`src/rtl/mcu_pkg.sv`:
```
// Shared constants and types for the multicycle control unit.
package mcu_pkg;

  // Instruction opcodes (IR[31:26])
  localparam logic [5:0] OP_RTYPE = 6'b000000;
  localparam logic [5:0] OP_LW    = 6'b100011;
  localparam logic [5:0] OP_SW    = 6'b101011;
  localparam logic [5:0] OP_BEQ   = 6'b000100;
  localparam logic [5:0] OP_ADDI  = 6'b001000;
  localparam logic [5:0] OP_J     = 6'b000010;
  localparam logic [5:0] OP_ANDI  = 6'b001100;
  localparam logic [5:0] OP_ORI   = 6'b001101;

  // R-type function codes (IR[5:0])
  localparam logic [5:0] FN_ADD = 6'b100000;
  localparam logic [5:0] FN_SUB = 6'b100010;
  localparam logic [5:0] FN_AND = 6'b100100;
  localparam logic [5:0] FN_OR  = 6'b100101;
  localparam logic [5:0] FN_SLT = 6'b101010;

  // ALU operation codes; modules resize these to their own ALUSEL_W
  localparam int ALUSEL_W_DEF = 5;
  localparam logic [ALUSEL_W_DEF-1:0] ALU_ADD = 5'd0;
  localparam logic [ALUSEL_W_DEF-1:0] ALU_SUB = 5'd1;
  localparam logic [ALUSEL_W_DEF-1:0] ALU_AND = 5'd2;
  localparam logic [ALUSEL_W_DEF-1:0] ALU_OR  = 5'd3;
  localparam logic [ALUSEL_W_DEF-1:0] ALU_SLT = 5'd4;

  typedef enum logic [3:0] {
    S_FETCH,
    S_DECODE,
    S_MEMADR,
    S_MEMRD,
    S_MEMWB,
    S_MEMWR,
    S_EXECUTE,
    S_ALUWB,
    S_BRANCH,
    S_IMMEX,
    S_IMMWB,
    S_JUMP
  } state_e;

  // How the ALU operation is chosen in the current state
  typedef enum logic [1:0] {
    ACLS_ADD,
    ACLS_SUB,
    ACLS_RTYPE,
    ACLS_IMM
  } alu_class_e;

endpackage

```
`src/rtl/multicycle_control_unit_if.sv`:
```
// Instruction-register fields in, datapath controls out.
interface multicycle_control_unit_if #(
  parameter int ALUSEL_W = 5,
  parameter int CNT_W    = 32
);
  logic [5:0]          OPCODES;
  logic [5:0]          Funct;
  logic                MemReady;
  logic                MemRead;
  logic                MemWrite;
  logic                IorD;
  logic                IRWrite;
  logic                PCWrite;
  logic                Branch;
  logic                RegWrite;
  logic                RegDst;
  logic                MemtoReg;
  logic                ALUSrcA;
  logic [1:0]          ALUSrcB;
  logic [1:0]          PCSrc;
  logic [ALUSEL_W-1:0] ALUSelect;
  logic                Illegal;
  logic                Retired;
  logic [CNT_W-1:0]    InstrCount;

  // Control unit side
  modport slave (
    input  OPCODES, Funct, MemReady,
    output MemRead, MemWrite, IorD, IRWrite, PCWrite, Branch, RegWrite,
           RegDst, MemtoReg, ALUSrcA, ALUSrcB, PCSrc, ALUSelect, Illegal,
           Retired, InstrCount
  );

  // Instruction register / datapath side
  modport master (
    output OPCODES, Funct, MemReady,
    input  MemRead, MemWrite, IorD, IRWrite, PCWrite, Branch, RegWrite,
           RegDst, MemtoReg, ALUSrcA, ALUSrcB, PCSrc, ALUSelect, Illegal,
           Retired, InstrCount
  );
endinterface

```
`src/rtl/mcu_alu_decoder.sv`:
```
// Combinational ALU operation select from state class, opcode and funct.
module mcu_alu_decoder
  import mcu_pkg::*;
#(
  parameter int ALUSEL_W = 5
) (
  input  alu_class_e          alu_class_i,
  input  logic [5:0]          opcode_i,
  input  logic [5:0]          funct_i,
  output logic [ALUSEL_W-1:0] alu_sel_o,
  output logic                funct_legal_o
);

  logic [ALUSEL_W_DEF-1:0] rtype_sel;
  logic [ALUSEL_W_DEF-1:0] sel;

  // R-type funct decode; unknown functs fall back to ADD and flag illegal
  always_comb begin
    rtype_sel     = ALU_ADD;
    funct_legal_o = 1'b0;
    case (funct_i)
      FN_ADD: begin rtype_sel = ALU_ADD; funct_legal_o = 1'b1; end
      FN_SUB: begin rtype_sel = ALU_SUB; funct_legal_o = 1'b1; end
      FN_AND: begin rtype_sel = ALU_AND; funct_legal_o = 1'b1; end
      FN_OR:  begin rtype_sel = ALU_OR;  funct_legal_o = 1'b1; end
      FN_SLT: begin rtype_sel = ALU_SLT; funct_legal_o = 1'b1; end
      default: ;
    endcase
  end

  // Pick the ALU operation for the class the FSM requested
  always_comb begin
    sel = ALU_ADD;
    case (alu_class_i)
      ACLS_ADD:   sel = ALU_ADD;
      ACLS_SUB:   sel = ALU_SUB;
      ACLS_RTYPE: sel = rtype_sel;
      ACLS_IMM: begin
        case (opcode_i)
          OP_ANDI: sel = ALU_AND;
          OP_ORI:  sel = ALU_OR;
          default: sel = ALU_ADD;
        endcase
      end
    endcase
  end

  assign alu_sel_o = ALUSEL_W'(sel);

endmodule

```
`src/rtl/multicycle_control_unit.sv`:
```
// Multicycle MIPS control FSM with memory handshake, illegal detection and
// a retired-instruction counter.
//
// state   | meaning
// FETCH   | read instruction, PC+4; wait for MemReady
// DECODE  | compute branch target, dispatch on opcode
// MEMADR  | compute load/store address
// MEMRD   | load access; wait for MemReady
// MEMWB   | write loaded data to register file
// MEMWR   | store access; wait for MemReady
// EXECUTE | R-type ALU operation
// ALUWB   | write R-type result to rd
// BRANCH  | compare for beq, conditional PC update
// IMMEX   | immediate ALU operation
// IMMWB   | write immediate result to rt
// JUMP    | unconditional PC update
module multicycle_control_unit
  import mcu_pkg::*;
#(
  parameter int ALUSEL_W  = 5,
  parameter int IMM_LOGIC = 1,
  parameter int CNT_W     = 32
) (
  input  logic                      CLK,
  input  logic                      RST,
  multicycle_control_unit_if.slave  bus
);

  state_e           state_q, state_d;
  logic [CNT_W-1:0] cnt_q, cnt_d;

  alu_class_e          alu_class;
  logic [ALUSEL_W-1:0] alu_sel;
  logic                funct_legal;
  logic                op_imm;

  logic       mem_read, mem_write, iord, ir_write, pc_write, branch;
  logic       reg_write, reg_dst, mem_to_reg, alu_src_a;
  logic [1:0] alu_src_b, pc_src;
  logic       illegal, retire;

  // andi/ori only count as immediate ops when the option is enabled
  assign op_imm = (bus.OPCODES == OP_ADDI) ||
                  ((IMM_LOGIC != 0) &&
                   ((bus.OPCODES == OP_ANDI) || (bus.OPCODES == OP_ORI)));

  mcu_alu_decoder #(.ALUSEL_W(ALUSEL_W)) u_alu_dec (
    .alu_class_i   (alu_class),
    .opcode_i      (bus.OPCODES),
    .funct_i       (bus.Funct),
    .alu_sel_o     (alu_sel),
    .funct_legal_o (funct_legal)
  );

  // State and retired-count registers
  always_ff @(posedge CLK or negedge RST) begin
    if (!RST) begin
      state_q <= S_FETCH;
      cnt_q   <= '0;
    end else begin
      state_q <= state_d;
      cnt_q   <= cnt_d;
    end
  end

  assign cnt_d = retire ? cnt_q + CNT_W'(1) : cnt_q;

  // Next-state and raw control decode
  always_comb begin
    state_d    = state_q;
    alu_class  = ACLS_ADD;
    mem_read   = 1'b0;
    mem_write  = 1'b0;
    iord       = 1'b0;
    ir_write   = 1'b0;
    pc_write   = 1'b0;
    branch     = 1'b0;
    reg_write  = 1'b0;
    reg_dst    = 1'b0;
    mem_to_reg = 1'b0;
    alu_src_a  = 1'b0;
    alu_src_b  = 2'b00;
    pc_src     = 2'b00;
    illegal    = 1'b0;
    retire     = 1'b0;
    case (state_q)
      S_FETCH: begin
        mem_read  = 1'b1;
        alu_src_b = 2'b01;
        if (bus.MemReady) begin
          ir_write = 1'b1;
          pc_write = 1'b1;
          state_d  = S_DECODE;
        end
      end
      S_DECODE: begin
        alu_src_b = 2'b11;
        if ((bus.OPCODES == OP_LW) || (bus.OPCODES == OP_SW)) state_d = S_MEMADR;
        else if (bus.OPCODES == OP_RTYPE) state_d = S_EXECUTE;
        else if (bus.OPCODES == OP_BEQ)   state_d = S_BRANCH;
        else if (bus.OPCODES == OP_J)     state_d = S_JUMP;
        else if (op_imm)                  state_d = S_IMMEX;
        else begin
          illegal = 1'b1;
          state_d = S_FETCH;
        end
      end
      S_MEMADR: begin
        alu_src_a = 1'b1;
        alu_src_b = 2'b10;
        state_d   = (bus.OPCODES == OP_SW) ? S_MEMWR : S_MEMRD;
      end
      S_MEMRD: begin
        iord     = 1'b1;
        mem_read = 1'b1;
        if (bus.MemReady) state_d = S_MEMWB;
      end
      S_MEMWB: begin
        reg_write  = 1'b1;
        mem_to_reg = 1'b1;
        retire     = 1'b1;
        state_d    = S_FETCH;
      end
      S_MEMWR: begin
        iord      = 1'b1;
        mem_write = 1'b1;
        if (bus.MemReady) begin
          retire  = 1'b1;
          state_d = S_FETCH;
        end
      end
      S_EXECUTE: begin
        alu_src_a = 1'b1;
        alu_class = ACLS_RTYPE;
        if (funct_legal) state_d = S_ALUWB;
        else begin
          illegal = 1'b1;
          state_d = S_FETCH;
        end
      end
      S_ALUWB: begin
        reg_write = 1'b1;
        reg_dst   = 1'b1;
        retire    = 1'b1;
        state_d   = S_FETCH;
      end
      S_BRANCH: begin
        alu_src_a = 1'b1;
        alu_class = ACLS_SUB;
        branch    = 1'b1;
        pc_src    = 2'b01;
        retire    = 1'b1;
        state_d   = S_FETCH;
      end
      S_IMMEX: begin
        alu_src_a = 1'b1;
        alu_src_b = 2'b10;
        alu_class = ACLS_IMM;
        state_d   = S_IMMWB;
      end
      S_IMMWB: begin
        reg_write = 1'b1;
        retire    = 1'b1;
        state_d   = S_FETCH;
      end
      S_JUMP: begin
        pc_src   = 2'b10;
        pc_write = 1'b1;
        retire   = 1'b1;
        state_d  = S_FETCH;
      end
      default: state_d = S_FETCH;
    endcase
  end

  // Write enables and pulses are gated by reset directly so they drop
  // the moment RST falls, without waiting for a clock edge.
  assign bus.MemRead    = mem_read;
  assign bus.MemWrite   = mem_write & RST;
  assign bus.IorD       = iord;
  assign bus.IRWrite    = ir_write & RST;
  assign bus.PCWrite    = pc_write & RST;
  assign bus.Branch     = branch & RST;
  assign bus.RegWrite   = reg_write & RST;
  assign bus.RegDst     = reg_dst;
  assign bus.MemtoReg   = mem_to_reg;
  assign bus.ALUSrcA    = alu_src_a;
  assign bus.ALUSrcB    = alu_src_b;
  assign bus.PCSrc      = pc_src;
  assign bus.ALUSelect  = alu_sel;
  assign bus.Illegal    = illegal & RST;
  assign bus.Retired    = retire & RST;
  assign bus.InstrCount = cnt_q;

endmodule

```
`src/flat_wrapper.sv`:
```
// flat-port wrapper written by rule: the top's interface ports become plain ports
module multicycle_control_unit_flat import mcu_pkg::*;
#(
  parameter int ALUSEL_W  = 5,
  parameter int IMM_LOGIC = 1,
  parameter int CNT_W     = 32
)
  (CLK, RST, bus_OPCODES, bus_Funct, bus_MemReady, bus_MemRead, bus_MemWrite, bus_IorD, bus_IRWrite, bus_PCWrite, bus_Branch, bus_RegWrite, bus_RegDst, bus_MemtoReg, bus_ALUSrcA, bus_ALUSrcB, bus_PCSrc, bus_ALUSelect, bus_Illegal, bus_Retired, bus_InstrCount);
  multicycle_control_unit_if #(.ALUSEL_W(ALUSEL_W), .CNT_W(CNT_W)) bus_i ();
  input  logic CLK;
  input  logic RST;
  input wire logic [$bits(bus_i.OPCODES)-1:0] bus_OPCODES;
  input wire logic [$bits(bus_i.Funct)-1:0] bus_Funct;
  input wire logic [$bits(bus_i.MemReady)-1:0] bus_MemReady;
  output wire logic [$bits(bus_i.MemRead)-1:0] bus_MemRead;
  output wire logic [$bits(bus_i.MemWrite)-1:0] bus_MemWrite;
  output wire logic [$bits(bus_i.IorD)-1:0] bus_IorD;
  output wire logic [$bits(bus_i.IRWrite)-1:0] bus_IRWrite;
  output wire logic [$bits(bus_i.PCWrite)-1:0] bus_PCWrite;
  output wire logic [$bits(bus_i.Branch)-1:0] bus_Branch;
  output wire logic [$bits(bus_i.RegWrite)-1:0] bus_RegWrite;
  output wire logic [$bits(bus_i.RegDst)-1:0] bus_RegDst;
  output wire logic [$bits(bus_i.MemtoReg)-1:0] bus_MemtoReg;
  output wire logic [$bits(bus_i.ALUSrcA)-1:0] bus_ALUSrcA;
  output wire logic [$bits(bus_i.ALUSrcB)-1:0] bus_ALUSrcB;
  output wire logic [$bits(bus_i.PCSrc)-1:0] bus_PCSrc;
  output wire logic [$bits(bus_i.ALUSelect)-1:0] bus_ALUSelect;
  output wire logic [$bits(bus_i.Illegal)-1:0] bus_Illegal;
  output wire logic [$bits(bus_i.Retired)-1:0] bus_Retired;
  output wire logic [$bits(bus_i.InstrCount)-1:0] bus_InstrCount;
  assign bus_i.OPCODES = bus_OPCODES;
  assign bus_i.Funct = bus_Funct;
  assign bus_i.MemReady = bus_MemReady;
  assign bus_MemRead = bus_i.MemRead;
  assign bus_MemWrite = bus_i.MemWrite;
  assign bus_IorD = bus_i.IorD;
  assign bus_IRWrite = bus_i.IRWrite;
  assign bus_PCWrite = bus_i.PCWrite;
  assign bus_Branch = bus_i.Branch;
  assign bus_RegWrite = bus_i.RegWrite;
  assign bus_RegDst = bus_i.RegDst;
  assign bus_MemtoReg = bus_i.MemtoReg;
  assign bus_ALUSrcA = bus_i.ALUSrcA;
  assign bus_ALUSrcB = bus_i.ALUSrcB;
  assign bus_PCSrc = bus_i.PCSrc;
  assign bus_ALUSelect = bus_i.ALUSelect;
  assign bus_Illegal = bus_i.Illegal;
  assign bus_Retired = bus_i.Retired;
  assign bus_InstrCount = bus_i.InstrCount;
  multicycle_control_unit #(.ALUSEL_W(ALUSEL_W), .IMM_LOGIC(IMM_LOGIC), .CNT_W(CNT_W)) u_core (.CLK(CLK), .RST(RST), .bus(bus_i));
endmodule
```
`config.mk`:
```
export PLATFORM = sky130hd
export DESIGN_NAME = multicycle_control_unit_flat
export DESIGN_NICKNAME = d
export VERILOG_FILES = /design/src/rtl/mcu_pkg.sv /design/src/rtl/multicycle_control_unit_if.sv /design/src/rtl/mcu_alu_decoder.sv /design/src/rtl/multicycle_control_unit.sv /design/src/flat_wrapper.sv
export SDC_FILE = /design/constraint.sdc
export NUM_CORES = 1
export LEC_CHECK = 0
export CORE_MARGIN = 1
export CORE_UTILIZATION = 47
export CTS_BUF_LIST = sky130_fd_sc_hd__clkbuf_16
export DETAILED_ROUTE_END_ITERATION = 7
export HOLD_SLACK_MARGIN = 0.06
export PLACE_DENSITY = 0.92
export SLEW_MARGIN = 0
export SYNTH_ARGS = -nofsm -noshare
export SYNTH_HDL_FRONTEND = slang
export SYNTH_SLANG_ARGS = --single-unit
```
`constraint.sdc`:
```
create_clock -name CLK -period 1.9 [get_ports CLK]
set_clock_uncertainty 0.05 [all_clocks]
set_input_delay 0.285 -clock CLK [delete_from_list [all_inputs] [get_ports CLK]]
set_output_delay 0.285 -clock CLK [all_outputs]
set_load 0.05 [all_outputs]
```
==> metrics.md <==
| Metric | Value |
|---|---|
| Avg WL per Cell | `23.4 µm` |
| ANT nets after route | `0` |
| Status | `finished with violations` |
| Ant diodes | `0` |
| XOR/XNOR Fraction of Synth Area | `0.123` |
| Final instance area | `3970 µm²` |
| IO Pins | `68` |
| Remaining DRCs | `0` |
| Min setup slack post-route | `-297 ps` |
| Critical Path RT | `approximately 1600 ps` |
| Filler instances | `190` |
| Detailed placement HPWL | `between 5000 and 6000 µm` |
| Asr flop ratio synth | `1.00` |
| Post-Synth Adder-Cell Area | `0.00550` |
| Die Span Y | `roughly 72 µm` |
| Via-to-Cell Ratio | `6.44` |
| Synth Area in Compound Gates | `0.0825` |
| Core Region | `4500 µm²` |
| Main synth FF type | `dfrtp_1` |
| Final hold violations | `0` |
| Vias post-DR | `around 2700` |
| Clock Root Buffer | `clkbuf_16` |
| Max-slew violations | `0` |
| Hold WC Path Type | `input port to asynchronous set/reset pin` |
| Htree depth | `2` |
| Area after DPL | `3490 µm²` |
| Setup violations, final | `25` |
| Kind of end point of the critical path | `output pin` |
| Cell variety after synth | `54` |
| Layout cells sized above 1 | `0.442` |
| Seq/Total Area, Yosys | `0.396` |
| Post-synth EDFFs | `0` |
| Violated checks | `negative setup slack` |
| Synthesized area | `between 2000 and 2500 µm²` |
| Element type at the critical path start | `flop` |
| Max-slew headroom | `0.648` |
| Row count | `24` |
| Post-Layout Cell Count | `416` |
| Nets | `about 380` |
| Initial antenna violation count | `0` |
| Final worst path period share | `1.16` |
| CTS sink count | `36` |
| Critical path type | `flop to output pin` |
| Syn Inst Count | `238` |
| Simple-gate share of the synthesized area | `0.347` |
| Vias in the first global route | `2604` |
| Die ar. | `about 5000 µm²` |
| Routability cong. | `0.833` |
| Pleak | `1.88 nW` |
| P&R area growth vs syn | `74.4%` |
| Synth Register Bits | `36` |
| Die Wd | `just over 70 µm` |
| Crit Path Max Fanout | `6` |
| Worst skew pair latency | `~290 ps` |
| Pin count of the biggest net entering global routing | `26` |
| Total gr overflow | `0` |
| Largest family of logic cells by synthesized area | `simple AND/OR/NAND/NOR gates` |
| Yosys Warn Count | `0` |
| Tmin final | `2200 ps` |
| Syn Area/Cell | `9.56 µm²` |
| Least-Margin Pin Slew | `526 ps` |
| TritonCTS Buffers | `5` |
| Clk buf depth | `2` |
| Initial Utilization | `0.505` |
| Critical Path AT | `around 1900 ps` |
| RSZ-0062 raised after global routing | `true` |
| WL final | `9750 µm` |
| Peak supply drop | `0.000935 V` |
| CTS tree | `yes` |
| Initial DRT Pass Iterations | `5` |
| F_max | `0.455 GHz` |
| GRT Total Usage | `0.351` |
| # Max-Cap Violations | `0` |
| Clock slew at reported path FFs | `~60 ps` |
| First-pass GRT wire length | `13500 µm` |
| Port Buffer Count | `65` |
| Multiplexer area fraction after synthesis | `0.0160` |
| # placed instances | `389` |
| Tot Pwr | `4.12 mW` |
| Initial drt markers | `about 300` |
| PwrDens | `between 1000 and 1500 nW/µm²` |
-- cell type report --
class	instances	area (µm²)	share of cell area
clock buffers	5	125	0.0315
well taps	52	65.1	0.0164
multi-input cells	189	1540	0.388
flip-flops and latches	36	907	0.229
clock inverters	3	37.5	0.00946
repair buffers	124	1270	0.319
inverters	7	26.3	0.00662
-- where the power goes --
part / total (mW) / switching (mW) / leakage [nW] / internal (mW)
Clock: 0.935 / 0.325 / 0.0789 / 0.610
Sequential: 0.964 / 0.127 / 0.466 / 0.837
Combinational: 2.22 / 1.28 / 1.33 / 0.948
Total: 4.12 / 1.73 / 1.88 / 2.39
-- cell usage after synthesis, types with 3 or more instances --
library cell | number | area share
buf_4 | 3 | 0.0099
o21ai_0 | 6 | 0.013
and2_1 | 3 | 0.0083
o22ai_1 | 3 | 0.0083
dfrtp_1 | 36 | 0.40
nor3_1 | 16 | 0.035
inv_1 | 7 | 0.012
nor2b_1 | 4 | 0.011
clkbuf_1 | 3 | 0.0050
nand4_1 | 8 | 0.022
xor2_1 | 19 | 0.073
xnor2_1 | 13 | 0.050
nand3_1 | 13 | 0.029
nand2_1 | 19 | 0.031
nand2b_1 | 8 | 0.022
and3_1 | 5 | 0.014
a21oi_1 | 5 | 0.011
nor2_1 | 20 | 0.033
nor3_2 | 6 | 0.026
-- repair_timing --
item	4_1_cts	5_1_grt
hold buffers	1	0
buffers inserted	8	10
setup endpoints to repair	20	37
pin swaps	7	9
hold endpoints to repair	11	0
resized for setup	29	23
-- final timing paths --
check	start	to	slack, ps	cells after the start
setup / recovery	u_core.state_q[3]	bus_ALUSelect[2]	-300	5
hold / removal	RST	u_core.bus.InstrCount[21]	110	2
setup reg to reg	u_core.state_q[3]	u_core.bus.InstrCount[30]	-110	7
hold reg to reg	u_core.bus.InstrCount[24]	u_core.bus.InstrCount[24]	460	1
max in group asynchronous	RST	u_core.bus.InstrCount[4]	680	3
min in group CLK	u_core.bus.InstrCount[24]	u_core.bus.InstrCount[24]	460	1
-- sequential cells by signal, summed over array words and instances (netlist names) --
| signal | flops |
|---|---|
| u_core.bus.InstrCount | 32 |
| u_core.state_q | 4 |
-- critical path: stages, from the launching register on --
cell      delay, ps
dfrtp_2         480
nor2b_2         180
nand4b_1        250
buf_4           230
nor4_4          250
buf_12          180
-- cells by family after synthesis --
group / after synthesis
and+or+nand+nor: 125
DFF: 36
xor gates and xnor gates: 32
AOI/OAI and AO/OA: 26
buffers and inverters: 14
muxes: 3
adders and majority gates: 1
other: 1
-- per-layer routing --
layer  global-route usage  routed length (µm)  up-vias
met5                    0                   0        -
met4                0.207                 772        0
met3               0.0619                 703       81
met2                0.624                4710      222
met1                0.394                3570     1279
li1                     -                   -     1097
-- through the flow --
stage	util	hold slack, ps	worst slack [ps]	TNS, ps
floorplan	-	-60.6	-322	-1110
global placement	0.775	303	-217	-686
detailed placement	0.775	319	-255	-1390
CTS	0.842	88.3	-147	-682
global route	0.881	134	-347	-3640
finish	0.881	113	-297	-2690
-- layout by cell type (no fill, tap or decap), types with 4 or more instances in the layout --
cell type / netlist / layout
xor2_1: 19 / 18
nor3_2: 6 / 8
nor3_4: 0 / 4
clkbuf_16: 0 / 5
clkdlybuf4s50_1: 0 / 21
buf_6: 0 / 6
nand2_1: 19 / 16
xnor2_1: 13 / 13
and3_1: 5 / 4
nand3_1: 13 / 12
dlygate4sd2_1: 0 / 6
nor2_1: 20 / 17
dfrtp_1: 36 / 31
nand2b_1: 8 / 5
nor2b_2: 2 / 4
buf_4: 3 / 66
nand4_1: 8 / 8
inv_1: 7 / 7
nor3_1: 16 / 10
dlymetal6s2s_1: 0 / 4
dfrtp_2: 0 / 5
buf_12: 0 / 18
No activity file was read; power rests on OpenSTA's default activity.
